## config.mk

```make
export PLATFORM = sky130hd
export DESIGN_NAME = mem_stage_sram_flat
export DESIGN_NICKNAME = d
export VERILOG_FILES = /design/src/rtl/mem_stage_sram_if.sv /design/src/rtl/mem_stage_sram.sv /design/src/flat_wrapper.sv
export SDC_FILE = /design/constraint.sdc
export NUM_CORES = 1
export LEC_CHECK = 0
export BUFFER_PORTS_ARGS = -buffer_cell sky130_fd_sc_hd__buf_2
export CORE_MARGIN = 4
export CORE_UTILIZATION = 37
export CTS_CLUSTER_DIAMETER = 150
export CTS_CLUSTER_SIZE = 12
export DETAILED_ROUTE_END_ITERATION = 10
export MAX_ROUTING_LAYER = met4
export PLACE_DENSITY_LB_ADDON = 0.15
export SKIP_CTS_REPAIR_TIMING = 1
export SLEW_MARGIN = 10
export SYNTH_ARGS = -nofsm -noshare
export SYNTH_HDL_FRONTEND = slang
export SYNTH_SLANG_ARGS = --single-unit
```

## constraint.sdc

```tcl
create_clock -name clk -period 2.1 [get_ports clk]
set_input_delay 0.21 -clock clk [delete_from_list [all_inputs] [get_ports clk]]
set_output_delay 0.21 -clock clk [all_outputs]
set_load 0.005 [all_outputs]
```

## src/rtl/mem_stage_sram_if.sv

```systemverilog
// -----------------------------------------------------------------------------
// mem_stage_sram_if
// Bundles every non-clock signal of the memory stage into one interface.
//   EX/MEM side   : WB_EN, MEM_R_EN, MEM_W_EN, ALU_Res, Val_Rm, Dest
//   Stall         : freeze (to upstream stages)
//   SRAM side     : sram_addr, sram_dq_out, sram_dq_in, sram_we_n
//   MEM/WB side   : WB_EN_out, MEM_R_EN_out, ALU_Res_out, Mem_Data_out, Dest_out
// Modports:
//   slave  - the memory stage itself
//   master - the surroundings (pipeline, SRAM and write-back)
// -----------------------------------------------------------------------------
interface mem_stage_sram_if #(
  parameter int ADDR_W = 17
);
  logic              WB_EN;
  logic              MEM_R_EN;
  logic              MEM_W_EN;
  logic [31:0]       ALU_Res;
  logic [31:0]       Val_Rm;
  logic [3:0]        Dest;

  logic              freeze;

  logic [ADDR_W:0]   sram_addr;
  logic [15:0]       sram_dq_out;
  logic [15:0]       sram_dq_in;
  logic              sram_we_n;

  logic              WB_EN_out;
  logic              MEM_R_EN_out;
  logic [31:0]       ALU_Res_out;
  logic [31:0]       Mem_Data_out;
  logic [3:0]        Dest_out;

  modport slave (
    input  WB_EN, MEM_R_EN, MEM_W_EN, ALU_Res, Val_Rm, Dest, sram_dq_in,
    output freeze, sram_addr, sram_dq_out, sram_we_n,
    output WB_EN_out, MEM_R_EN_out, ALU_Res_out, Mem_Data_out, Dest_out
  );

  modport master (
    output WB_EN, MEM_R_EN, MEM_W_EN, ALU_Res, Val_Rm, Dest, sram_dq_in,
    input  freeze, sram_addr, sram_dq_out, sram_we_n,
    input  WB_EN_out, MEM_R_EN_out, ALU_Res_out, Mem_Data_out, Dest_out
  );
endinterface

```

## src/rtl/mem_stage_sram.sv

```systemverilog
// -----------------------------------------------------------------------------
// mem_stage_sram
// Memory stage of the 5-stage pipeline. Loads and stores 32-bit words against
// a 16-bit asynchronous SRAM as two half-word accesses (low half first), each
// lasting WAIT_CYCLES clocks, while holding freeze high to stall upstream.
// Also holds the MEM/WB pipeline register.
// Ports:
//   clk  - pipeline clock
//   rst  - asynchronous reset, active low
//   bus  - mem_stage_sram_if.slave (EX/MEM inputs, freeze, SRAM pins, MEM/WB)
// Parameters:
//   WAIT_CYCLES - clocks per half-word access (>= 1)
//   ADDR_W      - SRAM word-address width (half-word address is ADDR_W+1)
//   BASE_ADDR   - byte address that maps to SRAM word 0
// -----------------------------------------------------------------------------
module mem_stage_sram #(
  parameter int WAIT_CYCLES = 2,
  parameter int ADDR_W      = 17,
  parameter int BASE_ADDR   = 1024
) (
  input  logic                 clk,
  input  logic                 rst,
  mem_stage_sram_if.slave      bus
);

  localparam int CNT_W = (WAIT_CYCLES > 1) ? $clog2(WAIT_CYCLES) : 1;

  typedef enum logic [1:0] {
    IDLE = 2'd0,
    LO   = 2'd1,
    HI   = 2'd2,
    DONE = 2'd3
  } state_t;

  state_t              r_state;
  logic [CNT_W-1:0]    r_count;
  logic [ADDR_W-1:0]   r_wordAddr;
  logic [31:0]         r_data;
  logic                r_write;
  logic [15:0]         r_lo;
  logic [15:0]         r_hi;

  logic                r_wbEnOut;
  logic                r_memREnOut;
  logic [31:0]         r_aluResOut;
  logic [31:0]         r_memDataOut;
  logic [3:0]          r_destOut;

  logic                w_req;
  logic                w_loadReq;
  logic [31:0]         w_offset;
  logic [ADDR_W-1:0]   w_wordAddr;
  logic                w_lastCount;
  logic                w_freeze;
  logic                w_unusedOffsetBits;

  // A store wins over a load when both enables are set.
  assign w_req       = bus.MEM_R_EN | bus.MEM_W_EN;
  assign w_loadReq   = bus.MEM_R_EN & ~bus.MEM_W_EN;

  // Byte offsets into the SRAM window; the two low bits are simply dropped,
  // so misaligned addresses silently round down to the containing word.
  assign w_offset           = bus.ALU_Res - 32'(BASE_ADDR);
  assign w_wordAddr         = w_offset[ADDR_W+1:2];
  assign w_unusedOffsetBits = ^{w_offset[31:ADDR_W+2], w_offset[1:0]};

  assign w_lastCount = (r_count == CNT_W'(WAIT_CYCLES - 1));

  // DONE deliberately drops freeze so the instruction retires exactly once.
  assign w_freeze   = ((r_state == IDLE) & w_req) | (r_state == LO) | (r_state == HI);
  assign bus.freeze = w_freeze;

  // Access sequencer: captures the request, then walks the low and high
  // halves, sampling read data on the edge that ends each half.
  always_ff @(posedge clk or negedge rst) begin
    if (!rst) begin
      r_state    <= IDLE;
      r_count    <= '0;
      r_wordAddr <= '0;
      r_data     <= '0;
      r_write    <= 1'b0;
      r_lo       <= '0;
      r_hi       <= '0;
    end else begin
      case (r_state)
        IDLE: begin
          r_count <= '0;
          if (w_req) begin
            r_wordAddr <= w_wordAddr;
            r_data     <= bus.Val_Rm;
            r_write    <= bus.MEM_W_EN;
            r_state    <= LO;
          end
        end
        LO: begin
          if (w_lastCount) begin
            r_lo    <= bus.sram_dq_in;
            r_count <= '0;
            r_state <= HI;
          end else begin
            r_count <= r_count + 1'b1;
          end
        end
        HI: begin
          if (w_lastCount) begin
            r_hi    <= bus.sram_dq_in;
            r_count <= '0;
            r_state <= DONE;
          end else begin
            r_count <= r_count + 1'b1;
          end
        end
        DONE: begin
          r_state <= IDLE;
        end
        default: begin
          r_state <= IDLE;
        end
      endcase
    end
  end

  // SRAM pins are decoded from the registered state so a reset releases the
  // write strobe at once; outside an access the bus sits at zero.
  always_comb begin
    bus.sram_addr   = '0;
    bus.sram_dq_out = '0;
    bus.sram_we_n   = 1'b1;
    case (r_state)
      LO: begin
        bus.sram_addr   = {r_wordAddr, 1'b0};
        bus.sram_dq_out = r_data[15:0];
        bus.sram_we_n   = ~r_write;
      end
      HI: begin
        bus.sram_addr   = {r_wordAddr, 1'b1};
        bus.sram_dq_out = r_data[31:16];
        bus.sram_we_n   = ~r_write;
      end
      default: begin
      end
    endcase
  end

  // MEM/WB register: a stalled cycle inserts a bubble, otherwise the stage
  // inputs advance. Load data is only refreshed as a load retires from DONE.
  always_ff @(posedge clk or negedge rst) begin
    if (!rst) begin
      r_wbEnOut    <= 1'b0;
      r_memREnOut  <= 1'b0;
      r_aluResOut  <= '0;
      r_memDataOut <= '0;
      r_destOut    <= '0;
    end else if (w_freeze) begin
      r_wbEnOut   <= 1'b0;
      r_memREnOut <= 1'b0;
    end else begin
      r_wbEnOut   <= bus.WB_EN;
      r_memREnOut <= w_loadReq;
      r_aluResOut <= bus.ALU_Res;
      r_destOut   <= bus.Dest;
      if ((r_state == DONE) && !r_write) begin
        r_memDataOut <= {r_hi, r_lo};
      end
    end
  end

  assign bus.WB_EN_out    = r_wbEnOut;
  assign bus.MEM_R_EN_out = r_memREnOut;
  assign bus.ALU_Res_out  = r_aluResOut;
  assign bus.Mem_Data_out = r_memDataOut;
  assign bus.Dest_out     = r_destOut;

endmodule

```

## src/flat_wrapper.sv

```systemverilog
// flat-port wrapper written by rule: the top's interface ports become plain ports
module mem_stage_sram_flat 
#(
  parameter int WAIT_CYCLES = 2,
  parameter int ADDR_W      = 17,
  parameter int BASE_ADDR   = 1024
)
  (clk, rst, bus_WB_EN, bus_MEM_R_EN, bus_MEM_W_EN, bus_ALU_Res, bus_Val_Rm, bus_Dest, bus_sram_dq_in, bus_freeze, bus_sram_addr, bus_sram_dq_out, bus_sram_we_n, bus_WB_EN_out, bus_MEM_R_EN_out, bus_ALU_Res_out, bus_Mem_Data_out, bus_Dest_out);
  mem_stage_sram_if #(.ADDR_W(ADDR_W)) bus_i ();
  input  logic clk;
  input  logic rst;
  input wire logic [$bits(bus_i.WB_EN)-1:0] bus_WB_EN;
  input wire logic [$bits(bus_i.MEM_R_EN)-1:0] bus_MEM_R_EN;
  input wire logic [$bits(bus_i.MEM_W_EN)-1:0] bus_MEM_W_EN;
  input wire logic [$bits(bus_i.ALU_Res)-1:0] bus_ALU_Res;
  input wire logic [$bits(bus_i.Val_Rm)-1:0] bus_Val_Rm;
  input wire logic [$bits(bus_i.Dest)-1:0] bus_Dest;
  input wire logic [$bits(bus_i.sram_dq_in)-1:0] bus_sram_dq_in;
  output wire logic [$bits(bus_i.freeze)-1:0] bus_freeze;
  output wire logic [$bits(bus_i.sram_addr)-1:0] bus_sram_addr;
  output wire logic [$bits(bus_i.sram_dq_out)-1:0] bus_sram_dq_out;
  output wire logic [$bits(bus_i.sram_we_n)-1:0] bus_sram_we_n;
  output wire logic [$bits(bus_i.WB_EN_out)-1:0] bus_WB_EN_out;
  output wire logic [$bits(bus_i.MEM_R_EN_out)-1:0] bus_MEM_R_EN_out;
  output wire logic [$bits(bus_i.ALU_Res_out)-1:0] bus_ALU_Res_out;
  output wire logic [$bits(bus_i.Mem_Data_out)-1:0] bus_Mem_Data_out;
  output wire logic [$bits(bus_i.Dest_out)-1:0] bus_Dest_out;
  assign bus_i.WB_EN = bus_WB_EN;
  assign bus_i.MEM_R_EN = bus_MEM_R_EN;
  assign bus_i.MEM_W_EN = bus_MEM_W_EN;
  assign bus_i.ALU_Res = bus_ALU_Res;
  assign bus_i.Val_Rm = bus_Val_Rm;
  assign bus_i.Dest = bus_Dest;
  assign bus_i.sram_dq_in = bus_sram_dq_in;
  assign bus_freeze = bus_i.freeze;
  assign bus_sram_addr = bus_i.sram_addr;
  assign bus_sram_dq_out = bus_i.sram_dq_out;
  assign bus_sram_we_n = bus_i.sram_we_n;
  assign bus_WB_EN_out = bus_i.WB_EN_out;
  assign bus_MEM_R_EN_out = bus_i.MEM_R_EN_out;
  assign bus_ALU_Res_out = bus_i.ALU_Res_out;
  assign bus_Mem_Data_out = bus_i.Mem_Data_out;
  assign bus_Dest_out = bus_i.Dest_out;
  mem_stage_sram #(.WAIT_CYCLES(WAIT_CYCLES), .ADDR_W(ADDR_W), .BASE_ADDR(BASE_ADDR)) u_core (.clk(clk), .rst(rst), .bus(bus_i));
endmodule
```

# Word level (Yosys, flattened, before mapping)
# Index checks and enable logic that the tools add are counted.
word_totals:
  reg_bits: 155
  word_cells: 49
  input_bits: 89
op_classes:
  n_reduce_logical: 10
  addsub: 2
  n_bitwise: 8
  n_mux: 11
  eq_ne: 6
op_table:
  columns: ["cell", "count"]
  rows:
  - ["one-hot mux 18 bit (2 select lines)", 1]
  - ["one-hot mux 16 bit (2 select lines)", 1]
  - ["subtractor 19 x 11 -> 19 bit, second input constant", 1]
  - ["one-hot mux 2 bit (4 select lines)", 1]
  - ["AND reduction 2 bit", 4]
  - ["two-way mux 2 bit", 3]
  - ["!= test 2 x 1 -> 1 bit, second input constant", 3]
  - ["== test 2 bit, second input constant", 2]
  - ["two-way mux 1 bit", 4]
  - ["inverter 1 bit", 3]
  - ["OR 1 bit", 3]
  - ["AND reduction 3 bit", 1]
  - ["AND 1 bit", 2]
  - ["== test 2 x 1 -> 1 bit, second input constant", 1]
  - ["logical NOT 2 bit", 1]
  - ["one-hot mux 1 bit (2 select lines)", 1]
  - ["nonzero test 2 bit", 1]
  - ["OR reduction 2 bit", 1]
  - ["adder 1 bit, second input constant", 1]
  - ["logical AND 1 bit", 1]
  - ["logical NOT 1 bit", 1]

# Depth between registers and ports, before layout
# Gate-level depths: netlist of run 1.
logic_depth:
  ltp_word: 6
  ltp_mapped: 8

# Worst setup path before layout of run 1
# Ideal clock, no wire load.
synth_timing:
  path_type: "reg2out"
  start: "reg u_core.r_state[0]"
  end: "out bus_sram_addr[13]"
  path_slack_ns: 0.303
  arrival_ns: 1.587
  path_stages_with_launch: 7
  path_cell_list: "dfrtp_1 -> inv_1 -> ha_1 -> clkbuf_1 -> nor2b_1 -> clkbuf_1 -> and2_1"
synth_between:
  elab_chain_len: 2
  word_cells_on_any_way: 3
  classes_between: "eq/ne: 2; mux: 1"
synth_lines:
  columns: ["item", "line_no", "rtl"]
  rows:
  - ["start, declared", "mem_stage_sram.sv:35", "state_t r_state;"]
  - ["start signal, assigned", "mem_stage_sram.sv:77", "r_state <= IDLE;"]
  - ["start signal, assigned", "mem_stage_sram.sv:92", "r_state <= LO;"]
  - ["start signal, assigned", "mem_stage_sram.sv:99", "r_state <= HI;"]
  - ["== test 2 bit / == test 2 x 1 -> 1 bit (equally long branches)", "mem_stage_sram.sv:129", "case (r_state)"]
  - ["one-hot mux 18 bit (2 select lines) (*)", "mem_stage_sram.sv:129", null]
  - ["end, declared", "flat_wrapper.sv:20", "output wire logic [$bits(bus_i.sram_addr)-1:0] bus_sram_addr;"]
# Every way passes the cells marked *; elsewhere a longest branch is shown, timed or not.

# Worst setup path in the final report of run 1
layout_timing:
  start: "reg u_core.r_state[1]"
  end: "out bus_sram_addr[8]"
# Same word-level chain as after synthesis.

==> flow_summary.json, run 1 <==
{
  "cp_num_buf_inv": 3,
  "yosysTopAreaCellShare_pct": 61.26,
  "start_kind": "register",
  "cp_cell_sequence": "buf_4, ha_4, nor2_4, nor2b_4, buf_4, and2_1, buf_2",
  "netlist_area_mm2": 0.006331,
  "maxSlewHeadroom_pct": 65.59,
  "status": "complete, but fails checks",
  "drt_iter0_drc": 135,
  "top_layer": "met4",
  "synth_xor_area_share_pct": 0.2767,
  "die_w_um": 138.8,
  "coreArea_mm2": 0.01670,
  "hold_viol": 4,
  "dp.cells": 919,
  "first_pass_iters": 4,
  "skew_ns": 0.007975,
  "drc": 0,
  "io_pins": 195,
  "ir_drop_v": 0.0006899,
  "grt_max_degree": 54,
  "place.gp.congestion": 0.7517,
  "worstPathMaxFanout": 8,
  "synth_top_family_by_area": "multiplexers",
  "drt-wirelength-per-cell_um": 15.60,
  "cts_root_buf": "clkbuf_16",
  "synth-compound-area-share_pct": 3.913,
  "final_cell_mix": "buf_2 (193), dfrtp_1 (155), nand2_1 (131)",
  "area_growth_pct": 35.18,
  "n_fill_cell": 1544,
  "dr_wl_met3_um": 809,
  "max_freq_ghz": 0.4876,
  "layout_commonest_cell": "buf_2",
  "crit_path_frequent_cell": "buf_4",
  "via_count": 4603,
  "crit_family": "buffers and inverters",
  "cts_buffers": 17,
  "fp.dieArea_mm2": 0.01927,
  "clkSinkCount": 155,
  "synth_adder_area_share_pct": 1.186,
  "grt_first_pass_wirelength_um": 24920,
  "insertion_delay_ns": 0.41,
  "overflow": 0,
  "grt_pass1_vias": 4855,
  "drv_cap": 0,
  "finalWirelength_um": 15290,
  "post-route-period-util_pct": 97.65,
  "drive_above_1_share_pct": 46.38,
  "start_util_pct": 37.91,
  "dr_wl_met2_um": 7102,
  "worstPathArrival_ns": 1.84,
  "clockBufferDepth": 2,
  "reg2regPathDepth": 6,
  "final_nets": 841,
  "cts_tree": "done",
  "cp.depth": 7,
  "die_y_um": 138.8,
  "muxShareOfSynthArea_pct": 17.96,
  "leakagePower_nw": 4.211,
  "wl_met1_um": 7169,
  "cpPeakStageDelay_ns": 0.41,
  "hpwl_um": 10570,
  "synth_nets": 610,
  "fin_tns_setup_ns": 0,
  "worstHoldPathCells": 3,
  "holdCritPathClass": "in2reg",
  "synthCells": 515,
  "holdWs_ns": -0.005977,
  "worst_pin_slew_ns": 0.5161,
  "rsz0062_at_grt": "true",
  "ant_nets": 0,
  "failed_checks": "hold timing",
  "synth-seq-cells": 155,
  "track_usage_pct": 16.48,
  "p_per_area_mw_per_mm2": 1622,
  "setup_violations": 0,
  "synthSimpleGateAreaFrac_pct": 13.20,
  "yosys_warnings": 0,
  "port_buffers": 194,
  "worst_path_max_delay_cell": "dfrtp_1",
  "final_cells": 980,
  "yosys.area.top_type": "dfrtp_1",
  "synth_cell_types": 32,
  "synth.area.top_cells": "dfrtp_1 (61%), mux2_2 (18%), nand2_1 (7.8%), a22oi_1 (1.9%), nor2b_1 (1.8%)",
  "worstSetupPathType": "reg2out",
  "endpoint_kind": "primary output",
  "antenna_found_initial": 1,
  "path_clk_slew_ns": 0.06,
  "yosysSeqAreaShare_pct": 61.26,
  "syn_area_per_cell_um2": 12.29,
  "fin_crit_ns": 2.051,
  "crit_required_ns": 1.89,
  "post_drt_via_cell_ratio": 4.697,
  "htree_levels": 4,
  "slew_viol_final": 0,
  "num_rows": 47
}
## state kept, by name, indices dropped and copies added, names as in the netlist
register                 flops
u_core.bus.ALU_Res_out      32
u_core.bus.Mem_Data_out     32
u_core.r_data               32
u_core.r_wordAddr           17
u_core.r_hi                 16
u_core.r_lo                 16
u_core.bus.Dest_out          4
u_core.r_state               2
u_core.bus.MEM_R_EN_out      1
u_core.bus.WB_EN_out         1
u_core.r_count               1
u_core.r_write               1
## logic make-up (layout without fill, tap and decap cells)
kind of cell,after synthesis,in the layout
adders and majority gates,6,6
xor gates and xnor gates,2,2
muxes,101,101
other,0,1
and+or+nand+nor,186,186
buffers and inverters,30,274
DFF,155,155
AOI/OAI and AO/OA,35,35
## area by class of cell
type	instances	area, um2	share of cell area, %
clock inverter	10	141.4	1.652
timing repair buffer	238	1436	16.78
sequential	155	3879	45.32
clock buffer	22	454.2	5.307
antenna	1	2.502	0.02924
multi-input combinational	330	2355	27.51
tap	220	275.3	3.216
inverter	4	15.01	0.1754
## cells in the mapped netlist
cell / number
dfrtp_1: 155
nand2_1: 132
mux2_2: 99
nor2b_1: 18
and2_1: 17
a22oi_1: 16
clkbuf_1: 12
buf_2: 9
nor2_1: 7
ha_1: 6
o21ai_0: 6
a31oi_1: 5
inv_1: 4
buf_1: 3
o31ai_1: 3
buf_6: 2
mux2_1: 2
nor3b_1: 2
or3_1: 2
or4_1: 2
xnor2_1: 2
a22o_1: 1
a2bb2oi_1: 1
and3_1: 1
nand4b_1: 1
nor2_2: 1
o21a_1: 1
o21ai_2: 1
o32a_1: 1
or3_4: 1
or3b_1: 1
or4_4: 1
## metal layers
layer,track usage [%],up-vias
li1,-,2200
met1,21.65,2246
met2,25.19,140
met3,4.103,17
met4,5.510,0
met5,-,-
## path summary, 6_finish.rpt
| path | slack (ns) | startpoint | endpoint |
|---|---|---|---|
| worst min-delay path | -0.006 | bus_Val_Rm[24] | u_core.r_data[24]$_DFFE_PN0P_ |
| max in group asynchronous | 1.04 | rst | u_core.bus.ALU_Res_out[18]$_DFFE_PN0N_ |
| worst max-delay path | 0.05 | u_core.r_state[1]$_DFFE_PN0P_ | bus_sram_addr[8] |
| min in group asynchronous | 0.32 | rst | u_core.bus.ALU_Res_out[22]$_DFFE_PN0N_ |
| worst max register to register | 0.34 | u_core.r_state[0]$_DFFE_PN0P_ | u_core.bus.Mem_Data_out[17]$_DFFE_PN0P_ |
| worst min register to register | 0.48 | u_core.r_data[9]$_DFFE_PN0P_ | u_core.r_data[9]$_DFFE_PN0P_ |
## worst min-delay path, delay by kind of cell
kind | cells | cell delay [ns]
buffers and inverters | 1 | 0.07
and+or+nand+nor | 2 | 0.09
## per-stage QoR
stage / instance area (um2) / hold slack, ns / util, % / setup slack [ns] / power [mW]
after floorplan: 6331 / -0.08559 / - / 0.3029 / 8.447
final: 8558 / -0.005977 / 51.24 / 0.04927 / 13.88
after CTS: 8237 / -0.2481 / 49.32 / -0.08014 / 13.84
after global routing: 8558 / 0.002110 / 51.24 / -0.05943 / 14.90
after detailed placement: 7641 / 0.1997 / 45.75 / 0.2480 / 10.68
after global placement: 7641 / 0.1905 / 45.75 / 0.3361 / 10.49
## report_power, final
group	leakage [nW]	switching [mW]	internal, mW
Combinational	2.08	2.55	2.96
Sequential	1.85	0.757	4.52
Clock	0.273	1.19	1.90
Note: power is estimated with default switching activity, not from simulation.
==> run 2: changes to the inputs <==
==> constraint.sdc (replaced) <==
create_clock -name clk -period 2.1 [get_ports clk]
set_input_delay 0.42 -clock clk [delete_from_list [all_inputs] [get_ports clk]]
set_output_delay 0.42 -clock clk [all_outputs]
set_load 0.005 [all_outputs]
==> flow_summary.json, run 2 (synthesized netlist as in run 1, its figures left out) <==
{
  "clkPwrFrac_pct": 21.0,
  "via_count": 4527,
  "reg2reg_slack_ns": 0.30,
  "clockBufferDepth": 2,
  "cts_buffers": 17,
  "worstPathArrival_ns": 1.72,
  "seqPwrFrac_pct": 37.3,
  "cpPeakStageDelay_ns": 0.39,
  "clkSinkCount": 155,
  "coreArea_mm2": 0.01670,
  "antenna_found_initial": 1,
  "htree_levels": 4,
  "finalWirelength_um": 15300,
  "n_fill_cell": 1542,
  "seq_area_mm2": 0.003880,
  "post_drt_via_cell_ratio": 4.711,
  "maxSlewHeadroom_pct": 65.83,
  "multiInputGateArea_mm2": 0.002416,
  "drt-wirelength-per-cell_um": 15.92,
  "p_per_area_mw_per_mm2": 1679,
  "grt_max_degree": 55,
  "pre_cts_slack_ns": -0.2648,
  "max_freq_ghz": 0.4668,
  "start_kind": "register",
  "worstPathMaxFanout": 17,
  "fp.dieArea_mm2": 0.01927,
  "drv_cap": 0,
  "final_cell_mix": "buf_2 (191), dfrtp_1 (154), nand2_1 (131)",
  "setup_violations": 17,
  "num_rows": 47,
  "die_w_um": 138.8,
  "rsz0062_at_grt": "true",
  "slew_viol_final": 0,
  "fin_crit_ns": 2.142,
  "hold_viol": 0,
  "leakagePower_nw": 4.186,
  "drt_iter0_drc": 159,
  "start_util_pct": 37.91,
  "layout_setup_ws_ns": -0.04211,
  "cp_cell_sequence": "buf_6, ha_4, nor2_4, nor2b_4, buf_12, and2_1, buf_2",
  "die_y_um": 138.8,
  "cts_tree": "done",
  "post-route-period-util_pct": 102.0,
  "track_usage_pct": 16.56,
  "io_pins": 195,
  "cts_root_buf": "clkbuf_16",
  "grt_pass1_vias": 4903,
  "insertion_delay_ns": 0.41,
  "power_frac_comb_pct": 41.7,
  "area_growth_pct": 33.95,
  "overflow": 0,
  "drc": 0,
  "final_nets": 824,
  "grt_first_pass_wirelength_um": 25230,
  "worstSetupPathType": "reg2out",
  "final_core_util_pct": 50.78,
  "place.gp.congestion": 0.7843,
  "failed_checks": "setup timing",
  "port_buffers": 194,
  "status": "complete, but fails checks",
  "first_pass_iters": 4,
  "internal-power_mw": 9.692,
  "switching_share_pct": 31.93,
  "path_clk_slew_ns": 0.06,
  "ir_drop_v": 0.0005988,
  "hpwl_um": 10890,
  "holdCritPathClass": "in2reg",
  "layout_commonest_cell": "buf_2",
  "drive_above_1_share_pct": 49.73,
  "worst_pin_slew_ns": 0.5126,
  "total_power_mw": 14.24,
  "endpoint_kind": "primary output",
  "worst_path_max_delay_cell": "dfrtp_1",
  "ant_nets": 0,
  "skew_ns": 0.007878,
  "switching_power_mw": 4.546,
  "crit_required_ns": 1.68
}
## run 2: cell count changes in the layout (fill, tap and decap cells not counted), sizes merged
cell | previous run | this run
dlygate4sd3 | 24 | 1
clkbuf | 22 | 21
clkinv | 1 | 5
clkinvlp | 5 | 1
buf | 214 | 220
inv | 5 | 4
## run 2: routing by layer
metal	vias up	track usage, %	part of all wire, %
met5	-	-	0
met2	131	26.64	49
li1	2159	-	-
met1	2224	20.63	44
met4	0	4.789	1.1
met3	13	4.552	5.8
## run 2: through the flow
stage | instance area (um2) | TNS, ns | hold slack (ns) | cells
finish | 8481 | -0.5527 | 0.2012 | 961
global route | 8481 | -2.119 | 0.1871 | 961
CTS | 8262 | -13.37 | -0.04403 | 952
detailed placement | 7689 | -4.237 | 0.4000 | 922
global placement | 7689 | -2.370 | 0.3949 | 922
floorplan | 6331 | 0 | 0.1244 | 515
## run 2: final timing paths
check | from | to | cells after the start
hold reg to reg | u_core.r_data[9]$_DFFE_PN0P_ | u_core.r_data[9]$_DFFE_PN0P_ | 2
setup reg to reg | u_core.r_state[0]$_DFFE_PN0P_ | u_core.bus.ALU_Res_out[25]$_DFFE_PN0N_ | 8
min in group asynchronous | rst | u_core.r_hi[2]$_DFFE_PN0P_ | 2
setup / recovery | u_core.r_state[0]$_DFFE_PN0P_ | bus_sram_addr[12] | 7
hold / removal | bus_Val_Rm[29] | u_core.r_data[29]$_DFFE_PN0P_ | 3
max in group asynchronous | rst | u_core.bus.ALU_Res_out[13]$_DFFE_PN0N_ | 3
## run 2: final cells by class
class	instances	area share (%)
inverters	4	0.1770
clock inverters	9	1.446
well taps	220	3.246
clock buffers	21	5.311
flip-flops and latches	155	45.75
repair buffers	221	15.55
diodes	1	0.02951
multi-input cells	330	28.49
## run 2: critical path: cells and delay by family, from the launching register on
family / cells / cell delay (ns)
buf+inv: 3 / 0.39
simple gates: 3 / 0.36
fa+ha+maj: 1 / 0.17
flops: 1 / 0.39
## run 2: power groups by stage
stage	clock, mW	sequential, mW	combinational, mW
after floorplan	0	5.21	3.23
after global placement	0	5.27	5.33
after detailed placement	0	5.33	5.50
after CTS	3.08	5.30	5.51
after global routing	3.21	5.50	6.57
final	2.99	5.31	5.94
==> run 3: changes to the inputs <==
--- a/config.mk
+++ b/config.mk
@@ -13,6 +13,7 @@
 export DETAILED_ROUTE_END_ITERATION = 10
 export MAX_ROUTING_LAYER = met4
 export PLACE_DENSITY_LB_ADDON = 0.15
+export SETUP_SLACK_MARGIN = 0.15
 export SKIP_CTS_REPAIR_TIMING = 1
 export SLEW_MARGIN = 10
 export SYNTH_ARGS = -nofsm -noshare
==> flow_summary.json, run 3 (synthesized netlist as in run 1, its figures left out) <==
{
  "fp.dieArea_mm2": 0.01927,
  "drt_iter0_drc": 166,
  "worstHoldPathCells": 3,
  "via_count": 4553,
  "p_per_area_mw_per_mm2": 1664,
  "holdCritPathClass": "in2reg",
  "drc": 0,
  "num_rows": 47,
  "final_core_util_pct": 50.92,
  "timing.rr.start": "u_core.r_state[0]$_DFFE_PN0P_",
  "cp_num_buf_inv": 3,
  "failed_checks": "setup timing",
  "area_growth_pct": 34.33,
  "grt_pass1_vias": 4849,
  "ir_drop_v": 0.0007600,
  "fin_crit_ns": 2.210,
  "reg2regPathDepth": 8,
  "die_w_um": 138.8,
  "dp.cells": 916,
  "clkSinkCount": 155,
  "start_util_pct": 37.91,
  "insertion_delay_ns": 0.41,
  "worstSetupPathType": "reg2out",
  "path_clk_slew_ns": 0.06,
  "setup_violations": 19,
  "pre_cts_slack_ns": 0.06561,
  "cpPeakStageDelay_ns": 0.44,
  "drt-wirelength-per-cell_um": 15.87,
  "crit_required_ns": 1.68,
  "cts_tree": "done",
  "drive_above_1_share_pct": 50.00,
  "cts_buffers": 17,
  "holdWs_ns": 0.1908,
  "hpwl_um": 10590,
  "layout_commonest_cell": "buf_2",
  "maxSlewHeadroom_pct": 67.26,
  "slew_viol_final": 0,
  "rsz0062_at_grt": "true",
  "track_usage_pct": 16.24,
  "grt_first_pass_wirelength_um": 24650,
  "leakagePower_nw": 4.168,
  "post_drt_via_cell_ratio": 4.733,
  "post-route-period-util_pct": 105.2,
  "finalWirelength_um": 15270,
  "skew_ns": 0.008760,
  "worst_path_max_delay_cell": "dfrtp_2",
  "port_buffers": 194,
  "reg2reg_slack_ns": 0.18,
  "status": "complete, but fails checks",
  "clockBufferDepth": 2,
  "io_pins": 195,
  "grt_max_degree": 58,
  "start_kind": "register",
  "worstPathArrival_ns": 1.79,
  "max_freq_ghz": 0.4525,
  "hold_viol": 0,
  "whs_endpoint": "u_core.r_data[22]$_DFFE_PN0P_",
  "final_nets": 822,
  "hold_start": "bus_Val_Rm[22]",
  "coreArea_mm2": 0.01670,
  "ant_nets": 0,
  "worstPathMaxFanout": 8,
  "overflow": 0,
  "layout_setup_ws_ns": -0.1099,
  "die_y_um": 138.8,
  "final_cells": 962,
  "first_pass_iters": 6,
  "reg2reg_to": "u_core.bus.Mem_Data_out[6]$_DFFE_PN0P_",
  "htree_levels": 4,
  "total_power_mw": 14.15,
  "final_cell_mix": "buf_2 (184), dfrtp_1 (153), nand2_1 (131)",
  "cts_root_buf": "clkbuf_16",
  "worst_pin_slew_ns": 0.4910,
  "endpoint_kind": "primary output",
  "place.gp.congestion": 0.7643,
  "antenna_found_initial": 2,
  "crit_family": "flip-flops",
  "drv_cap": 0,
  "cp_cell_sequence": "inv_4, ha_4, nor2b_4, clkbuf_16, and2_4, buf_6"
}
==> run 3: changes by cell type in the layout (fill, tap and decap cells not counted), sizes merged <==
cell,previous run,this run
buf,220,217
diode,1,2
clkbuf,21,24
bufinv,3,0
clkinvlp,1,6
clkinv,5,2
inv,4,5
==> run 3: through the flow <==
step | cell area (um2) | setup TNS [ns]
floorplan | 6334 | 0
global placement | 7659 | 0
detailed placement | 7659 | 0
CTS | 8210 | -9.061
global route | 8504 | -3.374
finish | 8504 | -1.661
==> run 3: how the worst max path moves through the flow <==
stage	startpoint	slack, ns	end	cells after the start
floorplan	u_core.r_state[0]$_DFFE_PN0P_	0.15	bus_sram_addr[13]	6
detailed placement	u_core.r_state[0]$_DFFE_PN0P_	0.07	bus_sram_addr[5]	5
CTS	u_core.r_state[1]$_DFFE_PN0P_	-0.40	bus_sram_addr[5]	5
global placement	u_core.r_state[0]$_DFFE_PN0P_	0.14	bus_sram_addr[5]	5
global route	u_core.r_state[0]$_DFFE_PN0P_	-0.16	bus_sram_addr[17]	6
finish	u_core.r_state[1]$_DFFE_PN0P_	-0.11	bus_sram_addr[13]	6
==> run 3: area by class of cell <==
class | count | area (um2)
diodes | 2 | 5.005
fillers | 1532 | 8197
repair buffers | 219 | 1369
clock buffers | 23 | 488.0
well taps | 220 | 275.3
inverters | 4 | 20.02
multi-input cells | 330 | 2402
flip-flops and latches | 155 | 3881
clock inverters | 9 | 63.81
==> run 3: worst min-delay path, cell delays in order <==
cell and delay (ns):
buf_2 0.07, nand2_1 0.04, nand2_1 0.04
==> run 3: report_power, final <==
| part | switching (mW) | internal, mW | total, mW | leakage [nW] |
|---|---|---|---|---|
| Combinational | 2.66 | 3.37 | 6.02 | 2.06 |
| Sequential | 0.790 | 4.52 | 5.31 | 1.85 |
| Clock | 1.18 | 1.64 | 2.82 | 0.254 |
==> run 3: layer usage <==
layer,global-route usage [%],up-vias,part of all wire [%]
li1,-,2161,-
met1,20.58,2236,44
met2,26.03,142,49
met3,4.172,14,5.8
met4,4.531,0,1.3
met5,-,-,0
